===== config.mk =====
export PLATFORM = sky130hd
export DESIGN_NAME = mix_columns_seq
export DESIGN_NICKNAME = d
export VERILOG_FILES = /design/src/rtl/mix_columns_seq_pkg.sv /design/src/rtl/mix_columns_seq_word.sv /design/src/rtl/mix_columns_seq.sv
export SDC_FILE = /design/constraint.sdc
export NUM_CORES = 1
export LEC_CHECK = 0
export ABC_AREA = 1
export BUFFER_PORTS_ARGS = -buffer_cell sky130_fd_sc_hd__buf_2
export CAP_MARGIN = 10
export CORE_ASPECT_RATIO = 2
export CORE_UTILIZATION = 25
export DETAILED_ROUTE_END_ITERATION = 7
export PLACE_DENSITY_LB_ADDON = 0.1
export SLEW_MARGIN = 5
export SYNTH_ARGS = -nofsm -noshare
export SYNTH_HDL_FRONTEND = slang
export SYNTH_HIERARCHICAL = 1
export SYNTH_SLANG_ARGS = --single-unit

===== constraint.sdc =====
create_clock -name clk -period 30.2 [get_ports clk]
set_clock_uncertainty 0.2 [all_clocks]
set_input_delay 9.06 -clock clk [delete_from_list [all_inputs] [get_ports clk]]
set_output_delay 9.06 -clock clk [all_outputs]
set_load 0.01 [all_outputs]

===== src/rtl/mix_columns_seq_pkg.sv =====
// Shared types and GF(2^8) helpers for the sequential AES MixColumns block.
package mix_columns_seq_pkg;

    typedef enum logic [1:0] {
        ST_IDLE = 2'd0,
        ST_BUSY = 2'd1,
        ST_DONE = 2'd2
    } state_e;

    localparam logic [7:0] GF_RED = 8'h1B;

    // First matrix row; row r uses these coefficients rotated right by r.
    localparam logic [7:0] FWD_ROW [4] = '{8'h02, 8'h03, 8'h01, 8'h01};
    localparam logic [7:0] INV_ROW [4] = '{8'h0E, 8'h0B, 8'h0D, 8'h09};

    function automatic logic [7:0] xtime(input logic [7:0] b);
        return {b[6:0], 1'b0} ^ (b[7] ? GF_RED : 8'h00);
    endfunction

    // All matrix coefficients fit in 4 bits, so four partial products suffice.
    function automatic logic [7:0] gf_mul(input logic [7:0] b, input logic [3:0] c);
        logic [7:0] x2, x4, x8;
        x2 = xtime(b);
        x4 = xtime(x2);
        x8 = xtime(x4);
        return (c[0] ? b : 8'h00) ^ (c[1] ? x2 : 8'h00) ^
               (c[2] ? x4 : 8'h00) ^ (c[3] ? x8 : 8'h00);
    endfunction

endpackage


===== src/rtl/mix_columns_seq_word.sv =====
// Combinational MixColumns / InvMixColumns of a single 32-bit column.
module mix_column_word
    import mix_columns_seq_pkg::*;
(
    input  logic [31:0] col_in,
    input  logic        inv,
    output logic [31:0] col_out
);

    logic [7:0] b [4];

    always_comb begin
        for (int j = 0; j < 4; j++) begin
            b[j] = col_in[31 - 8*j -: 8];
        end
    end

    // NOTE: col_out gets a full default first so no path through the loop can infer a latch.
    always_comb begin
        col_out = '0;
        for (int r = 0; r < 4; r++) begin
            for (int j = 0; j < 4; j++) begin
                col_out[31 - 8*r -: 8] = col_out[31 - 8*r -: 8] ^
                    gf_mul(b[j], inv ? INV_ROW[(j - r + 4) % 4][3:0]
                                     : FWD_ROW[(j - r + 4) % 4][3:0]);
            end
        end
    end

endmodule


===== src/rtl/mix_columns_seq.sv =====
// Sequential AES MixColumns: one column per cycle through a shared column unit.
module mix_columns_seq
    import mix_columns_seq_pkg::*;
(
    input  logic         clk,
    input  logic         rst,
    input  logic         in_valid,
    output logic         in_ready,
    input  logic [127:0] in_state,
    input  logic         in_inv,
    output logic         out_valid,
    input  logic         out_ready,
    output logic [127:0] out_state,
    output logic         busy
);

    state_e       state_q, state_d;
    logic [1:0]   col_q, col_d;
    logic         inv_q, inv_d;
    logic [127:0] work_q, work_d;
    logic [127:0] result_q, result_d;
    logic [31:0]  col_word, col_mixed;

    mix_column_word u_word (
        .col_in  (col_word),
        .inv     (inv_q),
        .col_out (col_mixed)
    );

    assign col_word = work_q[127 - 32*int'(col_q) -: 32];

    // NOTE: sequential state uses non-blocking assignments; the working and result
    // registers are plain flops here, so they are reset along with the control state.
    always_ff @(posedge clk or posedge rst) begin
        if (rst) begin
            state_q  <= ST_IDLE;
            col_q    <= 2'd0;
            inv_q    <= 1'b0;
            work_q   <= '0;
            result_q <= '0;
        end else begin
            state_q  <= state_d;
            col_q    <= col_d;
            inv_q    <= inv_d;
            work_q   <= work_d;
            result_q <= result_d;
        end
    end

    always_comb begin
        state_d = state_q;
        unique case (state_q)
            ST_IDLE: if (in_valid)      state_d = ST_BUSY;
            ST_BUSY: if (col_q == 2'd3) state_d = ST_DONE;
            ST_DONE: if (out_ready)     state_d = ST_IDLE;
            default:                    state_d = ST_IDLE;
        endcase
    end

    always_comb begin
        col_d    = col_q;
        inv_d    = inv_q;
        work_d   = work_q;
        result_d = result_q;
        if (state_q == ST_IDLE && in_valid) begin
            work_d = in_state;
            inv_d  = in_inv;
            col_d  = 2'd0;
        end else if (state_q == ST_BUSY) begin
            result_d[127 - 32*int'(col_q) -: 32] = col_mixed;
            col_d = col_q + 2'd1;
        end
    end

    always_comb begin
        in_ready  = (state_q == ST_IDLE);
        out_valid = (state_q == ST_DONE);
        busy      = (state_q != ST_IDLE);
    end

    assign out_state = result_q;

endmodule


======== After elaboration in Yosys (flattened, before gate mapping) ========
Index checks and enable logic that the tools add are counted.
cells by class
  $add $sub $neg .......................... 3
  $mul .................................... 0
  divide/modulo/power cells ............... 0
  magnitude comparators ................... 0
  equal/unequal tests ..................... 6
  shift operators ......................... 3
  multiplexer cells ....................... 87
  bitwise gates (word level) .............. 73
  reduce and logical (&&, ||, !) cells .... 6
operators by type and width
  cell                       number
  $xor 8x8->8                71
  $mux 8                     64
  $shift 32x33->159 const A  1
  $shiftx 159x8->32          1
  $shiftx 32x33->159         1
  $bwmux 128                 1
  $mux 5                     12
  $neg 8->33                 1
  $mux 4                     4
  $mux 2                     5
  $sub 7x7->8 const A        1
  $xor 8x5->8                1
  $pmux 2 s3                 1
  $eq 2x2->1 const B         2
  $ne 2x2->1 const B         2
  $reduce_bool 2->1          2
  $reduce_and 3->1           1
  $add 2x1->2 const B        1
  $eq 2x1->1 const B         1
  $logic_not 2->1            1
  $ne 2x1->1 const B         1
  $reduce_and 2->1           1
  $logic_and 1x1->1          1
  $not 1->1                  1
word-level totals
  flip-flop bits (word level) ............. 261
  bits in latches ......................... 0
  bits in writable memories ............... 0
  bits in read-only memories .............. 0
  input bits .............................. 133
  output and inout port bits .............. 131
  memories ................................ 0

======== Longest topological paths before layout ========
Gate-level depths: netlist of run 1.
  depth in word-level cells ............... 15
  mapped depth ............................ 27

======== By module ========
The synthesis of run 1 kept the hierarchy.
by module, submodules not included
  module           times used  cells an instance  area each (um^2)
  mix_columns_seq  1           1661               12331.8
  mix_column_word  1           886                4523.1

======== Worst setup path after synthesis of run 1 ========
OpenSTA, ideal clock, no wires.
  path type ............................... reg-to-output
  from .................................... reg state_q[0]
  to ...................................... out busy
  data arrival time ....................... 1.044 ns
  data required time ...................... 20.940 ns
  slack ................................... 19.896 ns
  cell stages (with the launch flop) ...... 4
  buffers on the path ..................... 1
  path through ............................ dfrtp_1 nor2_2 clkbuf_1 inv_1
between the ends
  longest elaborated chain between the ends .. 1
ends and longest elaborated chain
  item                      RTL line               text
  start: declaration        mix_columns_seq.sv:17  state_e state_q, state_d;
  start signal: assignment  mix_columns_seq.sv:42  state_q <= state_d;
  $reduce_bool 2->1         mix_columns_seq.sv:78  busy = (state_q != ST_IDLE);
  end: declaration          mix_columns_seq.sv:14  output logic busy
No other way between the ends.

======== Worst setup path after layout of run 1 ========
Same ends and word-level chain as after synthesis.

==> results.toml, run 1 <==
[routing]
first_pass_iters = 5
drt_wl_total_mm = 66.8
wire_per_inst_um = 18.4
postRouteAntennaNets = 0
via_per_inst = 4.47
drc = 0
route.vias.total = 16200
dr.first_iter.drc_count = 978

[clock_tree]
h-tree-depth = 1
clock-sinks = 261
insertion_delay_ns = 0.62
hold_buffers = 0
path_clk_slew_ns = 0.07
cts_setup_buffers = 0
cts_buffers = 28
cts_resized = 0
cts_buffer_depth = 3
cts-root-buf = "clkbuf_16"
cts_tree = "done"

[logic_synthesis]
syn-mean-instance-area_um2 = 6.62
yosysTopAreaCell = "dfrtp_1"
synthTopCellsByArea = "dfrtp_1, nand2_1, nand3_1"
ys_warn_count = 6
yosys.cell_count.top_type = "nand2_1"
synthFlopType = "dfrtp_1"
ys_types = 31
syn-num-nets = 2684
async_flop_share_pct = 100
synth_top_cell_area_share_pct = 38.7
ys_ff_latch = 261
syn_area_um2 = 16900
synth-edff-count = 0
synthCells = 2547
yosysSeqAreaShare_pct = 38.7
synth_common_cells = "nand2_1, nand3_1, dfrtp_1"

[global_routing]
grt_max_degree = 120
grt_pass1_vias = 16300
gr-total-overflow = 0
antenna_found_initial = 3
grtUsageTotal_pct = 19.6
grt_pass1_wl_mm = 100

[layout]
final_util_pct = 29.5
regArea_um2 = 6540
multi_input_area_um2 = 8860
fin_nets = 2859
fillCellCount = 7669
instances_no_fill = 3627
drive_gt1_share_pct = 14.7
area_growth_pct = 16.8

[place]
hpwl_mm = 50.7
port-buffer-count = 263
placed_cells = 3576
place.gp.congestion = 0.879

[worst_setup_path]
crit_path_max_fanout = 20
cp.arrival_ns = 1.90
critPathKind = "register to primary output"
end_kind = "primary output"
regToRegStartpoint = "col_q[0]"
r2r-end = "out_state[36]"
r2r_setup_slack_ns = 25.34
rr_worst_depth = 21
crit_required_ns = 20.94
worstSetupStartpointType = "register"

[timing]
relSlewSlack_pct = 21.6
finalSetupViolCount = 0
clock.fmax_ghz = 0.0896
fin_hold_ws_ns = 0.264
min_period_ns = 11.16
tightest_slew_ns = 1.17
grt_setup_unrepaired = "false"
tns_ns = 0
hold_viol_final = 0
period_share_pct = 37.0
slew_viol_final = 0

[status]
status = "finished, final reports clean"

[floorplanning]
dieArea_um2 = 68500
die_h_um = 369
pin_count = 264
fp-row-count = 134
fp.dieW_um = 186
design.core.area_um2 = 66700
start_util_pct = 25.3

[worst_hold_path]
hold_class = "register to register"
whs_path_depth = 2
hold_end = "work_q[107]"
min_from = "work_q[107]"

[flow_run]
maxCapViolCount = 0
-- critical path: stages, from the launching register on --
cell and delay [ns]:
dfrtp_1 0.47, nor2_4 0.55, inv_1 0.09, buf_2 0.16
-- per-layer routing --
layer / vias up / wire length [um] / share of wire, % / GRT usage [%]
met1: 7560 / 25000 / 37 / 20.8
met4: 0 / 4110 / 6.1 / 11.4
li1: 8131 / - / - / -
met3: 112 / 2210 / 3.3 / 1.51
met2: 416 / 35500 / 53 / 37.2
met5: - / 0 / 0 / 0
-- metrics by stage --
step	setup WS (ns)	instance area, um2
2_1_floorplan	13.76	16900
3_3_place_gp	18.99	18800
3_5_place_dp	18.98	18800
4_1_cts	18.98	19700
5_1_grt	18.92	19700
6_report	19.04	19700
-- sequential cells by signal, indices dropped and copies added (netlist names) --
register and count:
out_state 128, state_q 2, col_q 2, work_q 128, inv_q 1
-- final cells by class --
cell class              count  area share (%)
multi-input cells        1933            45.0
diodes                      1          0.0127
repair buffers            281            7.38
clock buffers              37            3.88
clock inverters            13           0.737
inverters                 217            4.17
flip-flops and latches    261            33.2
well taps                 884            5.62
-- cells by family (layout without fill, tap and decap cells) --
kind of cell,after synthesis,after routing,share of synthesized area [%]
compound gates,41,41,1.28
xor+xnor,159,159,8.35
fa+ha+maj,4,4,0.297
simple gates,1729,1729,42.5
other cells,0,1,0
flops,261,261,38.7
buf+inv,353,548,8.79
-- worst max path at each step --
stage / startpoint / end / depth (start not counted)
finish: state_q[0] / busy / 3
global route: state_q[0] / busy / 3
CTS: state_q[0] / busy / 3
detailed placement: in_valid / state_q[0] / 4
global placement: in_valid / state_q[0] / 4
floorplan: rst / col_q[0] / 1
-- cell usage in the layout, fill, tap and decap left out, drive strengths merged --
cell      count
nand2      1233
nand3       312
buf         281
dfrtp       261
inv         217
xor2        121
nor2        118
xnor2        38
o21ai        38
clkbuf       37
or2          35
nand4        19
nand3b       12
clkinv        9
ha            4
bufinv        2
clkinvlp      2
o22ai         2
diode         1
a21o          1
Power of run 1 is left out: the tool's default activity adds up to more than one toggle a clock period on the data nets, which glitch-free logic cannot reach.
==> run 2, diff against run 1 <==
--- a/config.mk
+++ b/config.mk
@@ -5,7 +5,7 @@
 export SDC_FILE = /design/constraint.sdc
 export NUM_CORES = 1
 export LEC_CHECK = 0
-export ABC_AREA = 1
+export ABC_AREA = 0
 export BUFFER_PORTS_ARGS = -buffer_cell sky130_fd_sc_hd__buf_2
 export CAP_MARGIN = 10
 export CORE_ASPECT_RATIO = 2
==> constraint.sdc (replaced) <==
create_clock -name clk -period 11.55 [get_ports clk]
set_clock_uncertainty 0.2 [all_clocks]
set_input_delay 3.465 -clock clk [delete_from_list [all_inputs] [get_ports clk]]
set_output_delay 3.465 -clock clk [all_outputs]
set_load 0.01 [all_outputs]
==> results.toml, run 2 <==
[timing]
slew_viol_final = 0
tightest_slew_ns = 1.04
min_period_ns = 5.49
relSlewSlack_pct = 30.9
finalSetupViolCount = 0
hold_viol_final = 0
grt_setup_unrepaired = "false"
period_share_pct = 47.6
clock.fmax_ghz = 0.182
tns_ns = 0

[global_routing]
top_usage_layer = "met2"
antenna_found_initial = 3
gr-total-overflow = 0
grt_pass1_wl_mm = 65.3
grt_max_degree = 95
grt_pass1_vias = 9211
grtUsageMet1_pct = 17.4
met3_usage_pct = 2.93
grtUsageMet2_pct = 28.4
grtUsageTotal_pct = 15.3

[logic_synthesis]
synthFlopType = "dfrtp_1"
synth-edff-count = 0
ys_types = 36
yosysTopAreaCell = "dfrtp_1"
syn_area_um2 = 14500
synth_top_cell_area_share_pct = 45.0
syn-mean-instance-area_um2 = 14.4
ys_warn_count = 6
ys_ff_latch = 261
async_flop_share_pct = 100
yosysSeqAreaShare_pct = 45.0
synthCells = 1011
synth_common_cells = "dfrtp_1, xnor2_1, mux2_4"
syn-num-nets = 1148
yosys.cell_count.top_type = "dfrtp_1"
synthTopCellsByArea = "dfrtp_1, mux2_4, xnor2_1"

[worst_hold_path]
whs_path_depth = 1
min_from = "work_q[44]"
hold_end = "work_q[44]"
hold_class = "register to register"

[floorplanning]
pin_count = 264
design.core.area_um2 = 57200
fp-row-count = 124
dieArea_um2 = 59100
fp.dieW_um = 172
start_util_pct = 25.4
die_h_um = 343

[place]
port-buffer-count = 263
hpwl_mm = 32.3
place.gp.congestion = 0.740
dpl_cell_area_um2 = 16200

[layout]
final_common_cell = "buf_2"
area_growth_pct = 18.2
fin_nets = 1374
drive_gt1_share_pct = 42.0
final_cell_mix = "buf_2, dfrtp_1, xnor2_1, mux2_4, mux2_1"
fillCellCount = 5931
final_util_pct = 30.0
final_area_um2 = 17200
n_antenna_cell = 0

[worst_setup_path]
worstSetupStartpointType = "primary input"
cp.arrival_ns = 5.75
crit_top_cell = "buf_4"
crit_path_max_fanout = 72
rr_worst_depth = 10
regToRegStartpoint = "col_q[0]"
crit_path_max_incr_delay_ns = 0.85
crit_family = "buffers and inverters"
slowest_stage = "buf_4"
crit_buf_inv = 3
r2r_setup_slack_ns = 6.30
crit_required_ns = 11.81
critPathKind = "primary input to register"
end_kind = "register"
path_cells = "buf_2, nor3b_4, buf_4, buf_4, mux2_2"
r2r-end = "out_state[11]"

[clock_tree]
insertion_delay_ns = 0.58
path_clk_slew_ns = 0.06
h-tree-depth = 1
clock-sinks = 261
cts-root-buf = "clkbuf_16"
cts_setup_buffers = 0
cts_buffer_depth = 3
cts_resized = 0
cts_buffers = 28
hold_buffers = 0
cts_tree = "done"

[routing]
route.vias.total = 8590
drc = 0
drt_wl_total_mm = 44.5
dr.first_iter.drc_count = 247
via_per_inst = 4.27
first_pass_iters = 4
wire_per_inst_um = 22.1
postRouteAntennaNets = 0

[status]
status = "finished, final reports clean"

[flow_run]
maxCapViolCount = 0
[run 2: routing by layer]
layer / vias up / wire [um]
met5: - / 27
met4: 4 / 924
met3: 35 / 2270
met2: 233 / 23900
met1: 4354 / 17300
li1: 3964 / -
[run 2: logic make-up after synthesis]
family                     count (synthesis)  share of synthesized area (%)
AOI/OAI and AO/OA                          4                          0.198
xor gates and xnor gates                 199                           13.4
adders and majority gates                  4                          0.345
buffers and inverters                     86                           4.67
DFF                                      261                           45.0
muxes                                    291                           28.1
and+or+nand+nor                          166                           8.23
[run 2: worst max-delay path by stage]
stage	start	to	slack [ns]	cells past startpoint
after floorplan	rst	col_q[0]	0.70	1
after global placement	in_valid	work_q[7]	5.45	5
after detailed placement	in_valid	work_q[6]	5.42	5
after CTS	in_valid	work_q[8]	6.05	5
after global routing	in_valid	work_q[13]	5.90	5
final	in_valid	work_q[7]	6.06	5
[run 2: final cells by class]
class                           instances  area [um2]  share of cell area (%)
Timing Repair Buffer                  277        1420                    8.29
Inverter                                5        26.3                   0.153
Clock buffer                           44         832                    4.85
Sequential cell                       261        6540                    38.1
Multi-Input combinational cell        664        7310                    42.6
Clock inverter                          5        77.6                   0.452
Tap cell                              756         946                    5.51
[run 2: through the flow]
stage,hold WS [ns],instances,setup WS (ns)
CTS,0.283,2012,6.05
finish,0.279,2012,6.06
global route,0.298,2012,5.90
detailed placement,0.269,1963,5.42
floorplan,0.252,1011,0.701
global placement,0.263,1963,5.45
Power of run 2 is left out for the same reason.
